<file path="src/rtl/fdp_pkg.sv">
// Shared constants and helpers for the FIFO drain packer.
package fdp_pkg;

  localparam int FDP_DEF_WIDTH = 8;  // bits per FIFO entry (one lane)
  localparam int FDP_DEF_PACK  = 4;  // lanes per output word
  localparam int FDP_MAX_PACK  = 8;  // largest supported lane count

  // Keep mask with the n lowest lanes set: (1 << n) - 1.
  function automatic logic [FDP_MAX_PACK-1:0] KEEP_MASK(input int n);
    logic [FDP_MAX_PACK:0] one;
    one = (FDP_MAX_PACK+1)'(1);
    return FDP_MAX_PACK'((one << n) - one);
  endfunction

endpackage

</file>
<file path="src/rtl/fdp_out_stage.sv">
// Output holding register of the FIFO drain packer: keeps a word stable
// until the consumer takes it, and can reload in the acceptance cycle.
module fdp_out_stage
  import fdp_pkg::*;
#(
  parameter int WIDTH = FDP_DEF_WIDTH,
  parameter int PACK  = FDP_DEF_PACK
) (
  input  logic                   clk,
  input  logic                   rst,
  input  logic                   i_load,
  input  logic [WIDTH*PACK-1:0]  i_data,
  input  logic [PACK-1:0]        i_keep,
  input  logic                   i_last,
  input  logic                   i_ready,
  output logic                   o_valid,
  output logic [WIDTH*PACK-1:0]  o_data,
  output logic [PACK-1:0]        o_keep,
  output logic                   o_last,
  output logic                   o_can_load
);

  logic                  r_valid;
  logic [WIDTH*PACK-1:0] r_data;
  logic [PACK-1:0]       r_keep;
  logic                  r_last;

  // A new word may enter when the register is empty or being drained now.
  assign o_can_load = !r_valid || i_ready;

  // Load a word, or drop valid once the held word has been accepted.
  // NOTE: sequential state uses <= so every register samples pre-edge values.
  always_ff @(posedge clk or posedge rst) begin
    if (rst) begin
      r_valid <= 1'b0;
      r_data  <= '0;
      r_keep  <= '0;
      r_last  <= 1'b0;
    end else if (i_load) begin
      r_valid <= 1'b1;
      r_data  <= i_data;
      r_keep  <= i_keep;
      r_last  <= i_last;
    end else if (i_ready) begin
      r_valid <= 1'b0;
    end
  end

  assign o_valid = r_valid;
  assign o_data  = r_data;
  assign o_keep  = r_keep;
  assign o_last  = r_last;

endmodule

</file>
<file path="src/rtl/fifo_drain_packer.sv">
// Drains a registered-flag FIFO and packs PACK entries per output word.
// Lane 0 (LSBs) holds the earliest entry; flush closes a partial word.
// Optional: define FDP_WORD_COUNT_EN to build the accepted-word counter;
// without it word_count is tied to zero.
module fifo_drain_packer
  import fdp_pkg::*;
#(
  parameter int WIDTH = FDP_DEF_WIDTH,
  parameter int PACK  = FDP_DEF_PACK
) (
  input  logic                   clk,
  input  logic                   rst,
  input  logic                   fifo_empty,
  output logic                   fifo_dequeue,
  input  logic [WIDTH-1:0]       fifo_rdata,
  input  logic                   flush,
  output logic                   out_valid,
  input  logic                   out_ready,
  output logic [WIDTH*PACK-1:0]  out_data,
  output logic [PACK-1:0]        out_keep,
  output logic                   out_last,
  output logic [31:0]            word_count
);

  localparam int CNT_W  = $clog2(PACK+1);
  localparam int WORD_W = WIDTH*PACK;

  logic [CNT_W-1:0]  r_cnt;         // lanes already captured
  logic              r_inflight;    // read data arrives this cycle
  logic              r_flush_pend;  // flush waiting for in-flight data
  logic [WORD_W-1:0] r_asm;         // word under assembly

  logic              w_can_load;
  logic              w_last_lane;
  logic              w_load_full;
  logic              w_load_part;
  logic              w_load;
  logic              w_flush_pend_nxt;
  logic [WORD_W-1:0] w_word;
  logic [PACK-1:0]   w_keep;

  // The final lane may close the word in the same cycle it arrives, which
  // is what gives PACK entries per PACK+1 cycles.
  assign w_last_lane = r_inflight && (r_cnt == CNT_W'(PACK-1));
  assign w_load_full = ((r_cnt == CNT_W'(PACK)) || w_last_lane) && w_can_load;
  assign w_load_part = r_flush_pend && !r_inflight && (r_cnt != '0)
                       && (r_cnt != CNT_W'(PACK)) && w_can_load;
  assign w_load      = w_load_full || w_load_part;

  // Never request while empty, pending a flush, or with no free lane.
  assign fifo_dequeue = !rst && !fifo_empty && !r_flush_pend
                        && ((int'(r_cnt) + int'(r_inflight)) < PACK);

  // Assembly word with the arriving entry merged into lane r_cnt.
  // NOTE: default assignment first so no path leaves w_word unassigned (no latch).
  always_comb begin
    w_word = r_asm;
    for (int i = 0; i < PACK; i++) begin
      if (r_inflight && (r_cnt == CNT_W'(i))) begin
        w_word[i*WIDTH +: WIDTH] = fifo_rdata;
      end
    end
  end

  assign w_keep = w_load_full ? '1 : PACK'(KEEP_MASK(int'(r_cnt)));

  // Flush bookkeeping: absorbed while pending, no-op when nothing is held.
  always_comb begin
    w_flush_pend_nxt = r_flush_pend;
    if (r_flush_pend) begin
      if (w_load_part || (!r_inflight && (r_cnt == '0))) begin
        w_flush_pend_nxt = 1'b0;
      end
    end else if (flush && (r_inflight || (r_cnt != '0))) begin
      w_flush_pend_nxt = 1'b1;
    end
  end

  // Lane capture, word hand-off and flush state.
  // NOTE: r_asm is reset and cleared on every hand-off so the unused lanes
  // of a partial word are always zero.
  always_ff @(posedge clk or posedge rst) begin
    if (rst) begin
      r_cnt        <= '0;
      r_inflight   <= 1'b0;
      r_flush_pend <= 1'b0;
      r_asm        <= '0;
    end else begin
      r_inflight   <= fifo_dequeue;
      r_flush_pend <= w_flush_pend_nxt;
      if (w_load) begin
        r_cnt <= '0;
        r_asm <= '0;
      end else if (r_inflight) begin
        r_cnt <= r_cnt + CNT_W'(1);
        r_asm <= w_word;
      end
    end
  end

  fdp_out_stage #(
    .WIDTH (WIDTH),
    .PACK  (PACK)
  ) u_out_stage (
    .clk        (clk),
    .rst        (rst),
    .i_load     (w_load),
    .i_data     (w_word),
    .i_keep     (w_keep),
    .i_last     (w_load_part),
    .i_ready    (out_ready),
    .o_valid    (out_valid),
    .o_data     (out_data),
    .o_keep     (out_keep),
    .o_last     (out_last),
    .o_can_load (w_can_load)
  );

`ifdef FDP_WORD_COUNT_EN
  logic [31:0] r_word_count;

  // Count words taken by the consumer; wraps naturally at 2^32.
  always_ff @(posedge clk or posedge rst) begin
    if (rst) begin
      r_word_count <= '0;
    end else if (out_valid && out_ready) begin
      r_word_count <= r_word_count + 32'd1;
    end
  end

  assign word_count = r_word_count;
`else
  assign word_count = '0;
`endif

endmodule

</file>
<file path="config.mk">
export PLATFORM = sky130hd
export DESIGN_NAME = fifo_drain_packer
export DESIGN_NICKNAME = d
export VERILOG_FILES = /design/src/rtl/fdp_pkg.sv /design/src/rtl/fdp_out_stage.sv /design/src/rtl/fifo_drain_packer.sv
export SDC_FILE = /design/constraint.sdc
export NUM_CORES = 1
export LEC_CHECK = 0
export CAP_MARGIN = 10
export CORE_AREA = 5 5 91 93
export DETAILED_ROUTE_END_ITERATION = 6
export DIE_AREA = 0 0 96 98
export GPL_ROUTABILITY_DRIVEN = 0
export PLACE_DENSITY_LB_ADDON = 0.08
export SYNTH_ARGS = -nofsm -noshare
export SYNTH_HDL_FRONTEND = slang
export SYNTH_HIERARCHICAL = 1
export SYNTH_SLANG_ARGS = --single-unit
</file>
<file path="constraint.sdc">
create_clock -name clk -period 3.2 [get_ports clk]
set_input_delay 0.64 -clock clk [delete_from_list [all_inputs] [get_ports clk]]
set_output_delay 0.64 -clock clk [all_outputs]
set_load 0.05 [all_outputs]
</file>
Word level (Yosys, flattened, before mapping):

Index checks and enable logic that the tools add are counted.

* register bits after elaboration: 75
* bits in latches: 0
* RAM bits: 0
* memory bits (read-only): 0
* word-level logic and storage cells: 60
* memories kept: 0

* add/subtract/negate cells: 3
* multiply operators: 0
* divide/modulo/power cells: 0
* magnitude comparators: 1
* equality and inequality tests: 5
* shifts and indexed selects: 1
* muxes and demuxes: 14
* bitwise operators: 0
* reductions and logical operators: 28

Operators by type and width (number)
* 2-to-1 mux 32 bit: 2
* 2-to-1 mux 8 bit: 4
* logical AND 1 bit: 14
* equality test 3 x 2 -> 1 bit, second input constant: 2
* 2-to-1 mux 3 bit: 2
* logical NOT 1 bit: 5
* logical OR 1 bit: 5
* 2-to-1 mux 1 bit: 5
* adder 3 x 1 -> 4 bit: 1
* less-than comparator 4 x 3 -> 1 bit, second input constant: 1
* 2-to-1 mux 4 bit: 1
* nonzero test 2 bit: 2
* left shift 1 x 3 -> 4 bit, first input constant: 1
* subtractor 4 x 1 -> 4 bit, second input constant: 1
* adder 3 x 1 -> 3 bit, second input constant: 1
* equality test 3 x 1 -> 1 bit, second input constant: 1
* equality test 3 bit, second input constant: 1
* logical NOT 3 bit: 1
* inequality test 3 bit, second input constant: 1
* nonzero test 3 bit: 1

Logic depth before layout (Yosys ltp):

Gate-level depths: netlist of run 1.

* depth in word-level cells: 8
* mapped depth: 9
* depth with buffers taken out: 8

Hierarchy:

Netlist of run 1, hierarchy kept.

By module, submodules not included
* fifo_drain_packer: times used 1, cells each 185, area an instance 2118.3 um^2
* fdp_out_stage: times used 1, cells each 82, area an instance 1493.9 um^2

Worst setup path before layout of run 1:

OpenSTA, ideal clock, no wires.

* kind: in2out
* start: input port fifo_empty
* end: output port fifo_dequeue
* arrival: 1.952 ns
* slack: 0.608 ns
* cell stages on the path: 2
* path buffers: 0
* cells stage by stage: or4_1 > a31oi_1

* word-level cells in the longest chain between the ends: 4

Ends and longest elaborated chain
* start, declared: RTL line fifo_drain_packer.sv:13 `input logic fifo_empty,`
* logical NOT 1 bit: RTL line fifo_drain_packer.sv:51 `assign fifo_dequeue = !rst && !fifo_empty && !r_flush_pend`
* logical AND 1 bit (2 in series): RTL line fifo_drain_packer.sv:51
* logical AND 1 bit: RTL line fifo_drain_packer.sv:52 `&& ((int'(r_cnt) + int'(r_inflight)) < PACK);`
* end, declared: RTL line fifo_drain_packer.sv:14 `output logic fifo_dequeue,`

Every way passes these cells.

Worst setup path after layout of run 1:

Same ends and word-level chain as after synthesis.

==> results of run 1 <==
==> worst max-delay path: stages <==
cell and delay [ps]:
clkdlybuf4s50_1 400, or4_1 460, a31oi_1 300, buf_12 180
==> through the flow <==
| step | area [µm²] | setup slack [ps] | power (mW) |
|---|---|---|---|
| 4_1_cts | 4310 | 557 | 4.21 |
| 6_report | 4310 | 572 | 4.17 |
| 2_1_floorplan | 3730 | 608 | 2.99 |
| 3_3_place_gp | 4080 | 593 | 3.39 |
| 3_5_place_dp | 4080 | 565 | 3.41 |
| 5_1_grt | 4310 | 508 | 4.39 |
==> logic make-up after synthesis <==
| logic type | Yosys count | share of synthesized area, % |
|---|---|---|
| flip-flops | 75 | 52.0 |
| XOR/XNOR | 1 | 0.243 |
| multiplexers | 70 | 23.8 |
| AND/OR/NAND/NOR | 53 | 9.42 |
| adder cells (fa/ha/maj) | 6 | 2.08 |
| other | 1 | 0.104 |
| buffers and inverters | 49 | 10.0 |
| AO/OA/AOI/OAI | 12 | 2.39 |
==> layout by cell type (no fill, tap or decap), drive strengths merged, types with 3 or more instances in the layout <==
master and count:
dfrtp 75, mux2 69, clkdlybuf4s50 50, nor2b 32, conb 32, clkbuf 13, inv 7, nor2 6
ha 6, buf 5, nand2b 3, nand3b 3, a21oi 3
==> metal layers <==
layer / up-vias / routed length (µm) / global-route usage [%] / part of all wire, %
met5: - / 0 / 0 / 0
met4: 0 / 66 / 4.27 / 1.0
met3: 6 / 364 / 5.62 / 5.5
met2: 58 / 3040 / 21.1 / 46
met1: 987 / 3090 / 20.4 / 47
li1: 957 / - / - / -
==> worst paths after layout <==
check	from	to	slack, ps	depth (start not counted)
max	fifo_empty	fifo_dequeue	570	4
min	u_out_stage/o_data[28]$_DFFE_PP0P_	u_out_stage/o_data[28]$_DFFE_PP0P_	510	1
max reg2reg	r_cnt[0]$_DFFE_PP0P_	u_out_stage/o_data[27]$_DFFE_PP0P_	780	6
min reg2reg	u_out_stage/o_data[28]$_DFFE_PP0P_	u_out_stage/o_data[28]$_DFFE_PP0P_	510	1
max in group asynchronous	rst	u_out_stage/o_data[13]$_DFFE_PP0P_	2070	3
min in group asynchronous	rst	r_inflight$_DFF_PP0_	750	3
==> final cells by class <==
type                            instances  area share, %
Clock buffer                           13           4.16
Clock inverter                          3           1.02
Inverter                                7          0.610
Multi-Input combinational cell        174           34.6
Sequential cell                        75           43.6
Tap cell                              102           2.96
Timing Repair Buffer                   55           13.1
==> where the power goes <==
part / leakage, nW / internal (mW) / total (mW) / switching [mW]
clock: 0.116 / 0.446 / 0.787 / 0.342
sequential: 1.02 / 1.20 / 1.35 / 0.147
combinational: 0.987 / 0.826 / 2.03 / 1.20
==> synthesized netlist by cell type <==
cell type	instances
xnor2_1	1
dfrtp_1	75
a22oi_1	1
nand2_1	1
nand2b_1	3
buf_4	33
nand3b_2	2
a211oi_1	1
nand3b_4	1
conb_1	1
or4_1	1
mux2_2	50
o211ai_1	1
o21ai_0	2
nor2b_1	32
a31oi_1	2
ha_1	6
inv_1	7
or3b_4	1
mux2i_1	1
nand2_2	1
buf_2	2
a21oi_4	1
mux2_4	19
nor3b_1	1
buf_6	7
o22ai_1	1
a21oi_1	2
nor2_1	6
a2bb2oi_1	1
nand3_1	2
nor3_1	2
==> sequential cells by signal (all words and copies together) (netlist names) <==
register             cells
r_asm                   32
r_cnt                    3
r_flush_pend             1
r_inflight               1
u_out_stage/o_data      32
u_out_stage/o_keep       4
u_out_stage/o_last       1
u_out_stage/o_valid      1
==> results.toml, run 1 <==
[status]
outcome = "finished clean"

[hold_path]
hold_class = "flop to flop"

[clock_tree]
insertion_delay_ps = 350
cts-hold-fix-buffers = 0
cts_tree = "yes"
htree_levels = 3
tritoncts.num_buffers = 9
clock_edge_transition_at_the_registers_on_the_reported_setup_and_hold_paths_ps = 80
cts.repair.resized = 0
max_clock_buf_depth = 2
cts_root_buffer = "clkbuf_8"
postCtsSetupBuffers = 0
numClockSinks = 75

[die]
design.die.area_mm2 = 0.00941
initial_core_util_pct = 48.5
core_mm2 = 0.00745
die-width_um = 96
placementRows = 32
ioPinCount = 84
chipHeight_um = 98

[global_routing]
grt_pass1_wl_um = 10300
vias_in_the_first_global_route = 1949
global_route.overflow_total = 0
maximum_number_of_pins_on_one_net_before_global_route_repair = 40
grt_usage_pct = 14.6
antenna_found_initial = 0

[logic_synthesis]
post_synthesis_cell_area_mm2 = 0.00361
post_synth.cell_area_avg_um2 = 13.5
synth_area_leader_cell = "dfrtp_1"
synth_sequential_area_ratio_pct = 52.0
yosys.area.top_type_share_pct = 52.0
post_synthesis_cell_type_count = 32
ys_ff_latch = 75
syn_inst = 267
synth.top_cells.by_area = "dfrtp_1 52%, mux2_2 16%, mux2_4 7.9%, buf_4 6.9%, nor2b_1 5.5%"
ys_warn_count = 6

[placed_design]
placed_cells = 413
placement.io_buffers = 51
place.detailed.hpwl_um = 4320

[sta]
totalNegativeSetupSlack_ps = 0
min_period_over_period_pct = 82.1
finalWorstPathRequiredPeriod_ps = 2630
max_freq_ghz = 0.381
finalClockSkew_ps = 8.85
hold_slack_ps = 508
worst_slew_margin_relative_to_its_limit_pct = 60.9
final-hold-violation-count = 0
finalSetupViolCount = 0
grt_setup_unrepaired = "false"
max_slew.worst_pin.slew_ps = 586
drv_slew = 0

[critical_path]
required_time_of_the_critical_path_ps = 2560
path_class = "input port to primary output"
worst-path-max-fanout = 2
arrival_ps = 1990
end_kind = "primary output"
startpoint_type = "input port"

[detailed_routing]
total_routed_length_um = 6560
post_drt_wl_per_cell_um = 15.3
antenna_violating_nets_post_route = 0
route.detailed.vias_per_inst = 4.68
detail_route.drc_violations = 0
initialDrtViolationCount = 41
detailroute.via_count = 2008
firstDrtPassIters = 4

[layout]
post-route-util_pct = 57.8
drive_gt1_share_pct = 29.4
multi_input_logic_area_mm2 = 0.00149
areaGrowthSynthToFinish_pct = 19.2
filler_cell_count = 630
layout.nets = 341
insertedDiodeCount = 0
layoutNonFillerInstCount = 429
footprint_of_the_flip_flops_and_latches_mm2 = 0.00188

[flow_run]
maximum_capacitance_violations = 0

[power]
leakage_nw = 2.12
vdd_ir_drop_max_mv = 0.487
powerDensity_mw_per_mm2 = 968
No activity file was read; power rests on OpenSTA's default activity.
==> inputs of run 2 (changes only) <==
- CORE_AREA: 5 5 91 93 -> 5 5 96 98
- DIE_AREA: 0 0 96 98 -> 0 0 101 103
- clock period: 3.2 -> 2.28 ns (I/O delays scaled with it)
==> run 2 against run 1 <==
Net effect: critical path depth down 1; via count increased by 1.2%; global-route usage down 0.54 points; worst hold slack better by 1.6 ps; sequential share of layout area down 0.67 points; clock-buffer cell count decreased by 3; cell area is 1.6% higher; first-iteration DRC count rose by 51%; critical endpoint unchanged.
==> results.toml, run 2 (synthesis results as in run 1) <==
[clock_tree]
numClockSinks = 75
cts_root_buffer = "clkbuf_8"
max_clock_buf_depth = 2
insertion_delay_ps = 350
cts-hold-fix-buffers = 0
htree_levels = 3
cts_tree = "yes"
clock_edge_transition_at_the_registers_on_the_reported_setup_and_hold_paths_ps = 80
tritoncts.num_buffers = 9

[global_routing]
grt_pass1_wl_um = 11000
maximum_number_of_pins_on_one_net_before_global_route_repair = 39
antenna_found_initial = 0
grtUsageMet3_pct = 4.06
grt_usage_pct = 14.1
met2_usage_pct = 20.9
use_met1_pct = 19.3
top_usage_layer = "met2"
vias_in_the_first_global_route = 2100
global_route.overflow_total = 0

[power]
vdd_ir_drop_max_mv = 0.534
fraction_of_power_spent_switching_nets_pct = 40.9
p_int_mw = 3.54
leakage_nw = 2.14
switching_power_total_mw = 2.45
share_seq_of_total_power_pct = 31.4
total_power_mw = 5.98
combinational_power_share_pct = 49.8
powerDensity_mw_per_mm2 = 1370
p_clk_share_pct = 18.8

[sta]
finalWorstPathRequiredPeriod_ps = 2200
finalSetupViolCount = 0
worst_slew_margin_relative_to_its_limit_pct = 64.8
min_period_over_period_pct = 96.3
timing.final.ws_setup_ps = 84.2
finalClockSkew_ps = 12.6
hold_slack_ps = 509
max_freq_ghz = 0.455
final-hold-violation-count = 0
drv_slew = 0
max_slew.worst_pin.slew_ps = 528
grt_setup_unrepaired = "false"

[status]
outcome = "finished clean"

[hold_path]
hold_class = "flop to flop"

[detailed_routing]
detail_route.drc_violations = 0
route.detailed.vias_per_inst = 4.62
total_routed_length_um = 6910
initialDrtViolationCount = 62
detailroute.via_count = 2032
post_drt_wl_per_cell_um = 15.7
antenna_violating_nets_post_route = 0
firstDrtPassIters = 4

[critical_path]
required_time_of_the_critical_path_ps = 1820
worst-path-max-fanout = 6
arrival_ps = 1740
startpoint_type = "flop"
path_class = "flop to primary output"
end_kind = "primary output"

[die]
ioPinCount = 84
design.die.area_mm2 = 0.0104
core_mm2 = 0.00838
chipHeight_um = 103
initial_core_util_pct = 43.1
die-width_um = 101
placementRows = 34

[placed_design]
placement.io_buffers = 51
place.detailed.hpwl_um = 4460
placed_cells = 422
detailedPlace.worstSlack_ps = 74.9

[layout]
layoutNonFillerInstCount = 440
drive_gt1_share_pct = 31.0
insertedDiodeCount = 0
areaGrowthSynthToFinish_pct = 21.1
layout.nets = 346
mostFrequentLayoutCell = "dfrtp_1"
final_cell_mix = "74 x dfrtp_1, 50 x mux2_2, 50 x clkdlybuf4s50_1, 32 x nor2b_1, 32 x conb_1"

[flow_run]
maximum_capacitance_violations = 0
==> run 2: changes by cell type in the layout (fill, tap and decap cells not counted), sizes merged <==
cell / previous run / this run
bufinv: 1 / 2
clkbuf: 13 / 10
clkinvlp: 0 / 2
clkinv: 2 / 1
buf: 5 / 10
inv: 7 / 8
==> run 2: worst max-delay path, stage by stage (launching register included) <==
cell and delay [ps]:
dfrtp_2 450, or4_1 580, a31oi_4 200, buf_12 160
==> run 2: layout make-up <==
cell class              count  area [µm²]
fillers                   764        4010
multi-input cells         174        1510
flip-flops and latches     75        1880
well taps                 108         135
clock inverters             6        88.8
repair buffers             60         613
clock buffers              10         128
inverters                   7        26.3
==> run 2: metrics by stage <==
step                      setup TNS, ps  cell area, µm²  utilization, %
final                                 0            4380            52.2
after global routing                  0            4380            52.2
after CTS                             0            4360            52.0
after detailed placement              0            4130            49.3
after global placement                0            4130            49.3
after floorplan                    -335            3750               -
==> run 2: layer usage <==
layer,vias up,wire (µm)
met4,0,115
met5,-,0
li1,956,-
met1,1008,3230
met2,59,3200
met3,9,357
==> run 2: final timing paths <==
kind / from / slack [ps] / end / cells past startpoint
worst min-delay path: u_out_stage/o_data[31]$_DFFE_PP0P_ / 510 / u_out_stage/o_data[31]$_DFFE_PP0P_ / 1
worst min register to register: u_out_stage/o_data[31]$_DFFE_PP0P_ / 510 / u_out_stage/o_data[31]$_DFFE_PP0P_ / 1
worst max-delay path: r_cnt[2]$_DFFE_PP0P_ / 80 / fifo_dequeue / 3
min in group asynchronous: rst / 570 / r_flush_pend$_DFF_PP0_ / 3
worst max register to register: r_cnt[0]$_DFFE_PP0P_ / 120 / u_out_stage/o_data[2]$_DFFE_PP0P_ / 6
max in group asynchronous: rst / 1320 / u_out_stage/o_data[16]$_DFFE_PP0P_ / 3
==> run 2: power by group through the flow <==
stage | Clock (mW) | Sequential (mW) | Combinational, mW
detailed placement | 0 | 1.91 | 2.95
global placement | 0 | 1.91 | 2.93
floorplan | 0 | 2.59 | 1.65
CTS | 1.16 | 1.89 | 2.98
global route | 1.23 | 1.93 | 3.15
finish | 1.13 | 1.88 | 2.98
==> run 2: what timing repair did <==
| item | in CTS | in global routing |
|---|---|---|
| buffers inserted | 0 | 2 |
| endpoints found under the setup margin | 1 | 1 |
| gates resized for setup | 2 | 0 |
| cloned | 0 | 0 |
==> inputs of run 3 (changes only) <==
- ABC_AREA: not set -> 1
- CORE_AREA: 5 5 96 98 -> 5 5 97 99
- DIE_AREA: 0 0 101 103 -> 0 0 102 104
==> run 3 against run 2 <==
Net effect: power up 13%; utilization up 0.21 points; routed wire length up 5.7%; clock-buffer cell count up 1; cell area up 1.4%; fmax up 10%; non-clock buffer count down 2; die area up 2.0%.
==> results.toml, run 3 <==
[status]
outcome = "finished clean"

[detailed_routing]
antenna_violating_nets_post_route = 0
route.layer.met1.wl_um = 3490
route.detailed.vias_per_inst = 4.27
detailroute.wirelength.met3_um = 313
total_routed_length_um = 7300
firstDrtPassIters = 4
met2WireLength_um = 3390
post_drt_wl_per_cell_um = 11.5
detail_route.drc_violations = 0
dr.max_layer_used = "met4"
initialDrtViolationCount = 105
detailroute.via_count = 2716

[global_routing]
global_route.overflow_total = 0
vias_in_the_first_global_route = 2597
grt_usage_pct = 14.7
grt_pass1_wl_um = 12400
maximum_number_of_pins_on_one_net_before_global_route_repair = 50
antenna_found_initial = 0

[logic_synthesis]
post_synthesis_cell_area_mm2 = 0.00373
synth_area_leader_cell = "dfrtp_1"
async_flop_share_pct = 100
yosys.area.top_type_share_pct = 50.3
synth_simple_gate_area_share_pct = 25.0
ys_dominant_reg_cell = "dfrtp_1"
synthMuxAreaShare_pct = 0
ys_warn_count = 6
syn_inst = 470
main_combinational_cell_family_by_area_after_synthesis = "simple AND/OR/NAND/NOR gates"
synth_fa_ha_area_share_pct = 2.01
synth.top_cells.by_area = "dfrtp_1 50%, nand2_1 18%, inv_1 8.1%, buf_4 6.6%, nor2_1 4.1%"
post_synth.cell_area_avg_um2 = 7.94
xor_and_xnor_fraction_of_the_mapped_netlist_area_pct = 0.469
share_of_the_synthesized_area_in_compound_gates_ao_oa_aoi_oai_pct = 3.66
post_synthesis_cell_type_count = 27
synth_sequential_area_ratio_pct = 50.3
synth_most_common_cell = "nand2_1"
synth_common_cells = "174 x nand2_1, 81 x inv_1, 75 x dfrtp_1"
synth_edf_count = 0
ys_ff_latch = 75

[die]
chipHeight_um = 104
ioPinCount = 84
design.die.area_mm2 = 0.0106
core_mm2 = 0.00847
die-width_um = 102
initial_core_util_pct = 44.1
placementRows = 34

[clock_tree]
htree_levels = 3
clock_edge_transition_at_the_registers_on_the_reported_setup_and_hold_paths_ps = 80
insertion_delay_ps = 330
cts-hold-fix-buffers = 0
numClockSinks = 75
tritoncts.num_buffers = 9
cts_root_buffer = "clkbuf_8"
cts.repair.resized = 0
postCtsSetupBuffers = 0
max_clock_buf_depth = 2
cts_tree = "yes"

[critical_path]
arrival_ps = 1540
startpoint_type = "flop"
path_class = "flop to primary output"
worst-path-max-fanout = 2
timing.critical_path.buf_inv = 1
end_kind = "primary output"
worst_path_dominant_cell_family = "buffers and inverters"
max_stage_delay_ps = 820
crit_slowest_cell = "clkdlybuf4s50_1"
required_time_of_the_critical_path_ps = 1820
cp_cell_sequence = "clkdlybuf4s50_1"

[sta]
finalSetupViolCount = 0
min_period_over_period_pct = 87.3
drv_slew = 0
grt_setup_unrepaired = "false"
final-hold-violation-count = 0
finalWorstPathRequiredPeriod_ps = 1990
max_freq_ghz = 0.502
totalNegativeSetupSlack_ps = 0
max_slew.worst_pin.slew_ps = 569
worst_slew_margin_relative_to_its_limit_pct = 62.0
finalClockSkew_ps = 5.67

[placed_design]
placed_cells = 620
place.detailed.hpwl_um = 5080
placement.io_buffers = 51
dpl-instance-area_mm2 = 0.00420

[layout]
post-route-cell-area_mm2 = 0.00444
filler_cell_count = 840
insertedDiodeCount = 0
drive_gt1_share_pct = 6.63
areaGrowthSynthToFinish_pct = 18.9
mostFrequentLayoutCell = "nand2_1"
layout.nets = 542
layoutNonFillerInstCount = 636
final_cell_mix = "174 x nand2_1, 81 x inv_1, 75 x dfrtp_1, 50 x clkdlybuf4s50_1, 41 x nor2_1"

[power]
leakage_nw = 2.66
vdd_ir_drop_max_mv = 0.733
powerDensity_mw_per_mm2 = 1520

[flow_run]
maximum_capacitance_violations = 0

[hold_path]
hold_class = "flop to flop"
run 3: cell count changes in the layout (fill, tap and decap cells not counted), sizes merged, moves of 3 or more:
| cell | delta |
|---|---|
| inv | +76 |
| mux2 | -69 |
| nand3b | -3 |
| nor2b | -32 |
| o21ai | +23 |
| nand2 | +176 |
| nor2 | +36 |
| nand3 | +3 |
| nand2b | -3 |
run 3: logic make-up after synthesis:
family / count (synthesis)
compound gates: 27
xor+xnor: 2
fa+ha+maj: 6
buf+inv: 131
flops: 75
other cells: 1
simple gates: 228
run 3: area by class of cell:
class                      instances  area, µm²  area share, %
timing repair buffer              58        586           13.2
tap                              108        135           3.04
inverter                          84        318           7.16
clock buffer                      11        141           3.19
clock inverter                     5        100           2.26
multi-input combinational        295       1280           28.9
sequential                        75       1880           42.3
run 3: report_power, final:
part           internal [mW]  switching [mW]  leakage (nW)
registers               1.88           0.245         0.994
clock network          0.754           0.467         0.123
logic                   1.08            2.33          1.55
total                   3.71            3.04          2.66
run 3: per-stage QoR:
stage               setup slack, ps  hold WS, ps  utilization [%]  power (mW)
floorplan                       397          540                -        4.79
finish                          289          471             52.4        6.76
global placement                332          454             49.6        5.55
global route                    176          495             52.4        7.30
detailed placement              291          457             49.6        5.60
CTS                             271          476             52.4        6.85
run 3: worst paths after layout:
kind,start,slack [ps],cells past startpoint,to
setup reg to reg,r_cnt[0]$_DFFE_PP0P_,550,10,u_out_stage/o_data[8]$_DFFE_PP0P_
max in group asynchronous,rst,1320,3,u_out_stage/o_data[22]$_DFFE_PP0P_
setup / recovery,u_out_stage/o_data[28]$_DFFE_PP0P_,290,1,out_data[28]
hold / removal,u_out_stage/o_keep[3]$_DFFE_PP0P_,470,2,u_out_stage/o_keep[3]$_DFFE_PP0P_
hold reg to reg,u_out_stage/o_keep[3]$_DFFE_PP0P_,470,2,u_out_stage/o_keep[3]$_DFFE_PP0P_
min in group asynchronous,rst,590,3,r_inflight$_DFF_PP0_
run 3: routing by layer:
metal	vias up	GRT usage, %
met3	7	2.88
met4	0	5.62
met5	-	0
li1	1407	-
met2	61	22.7
met1	1241	20.2
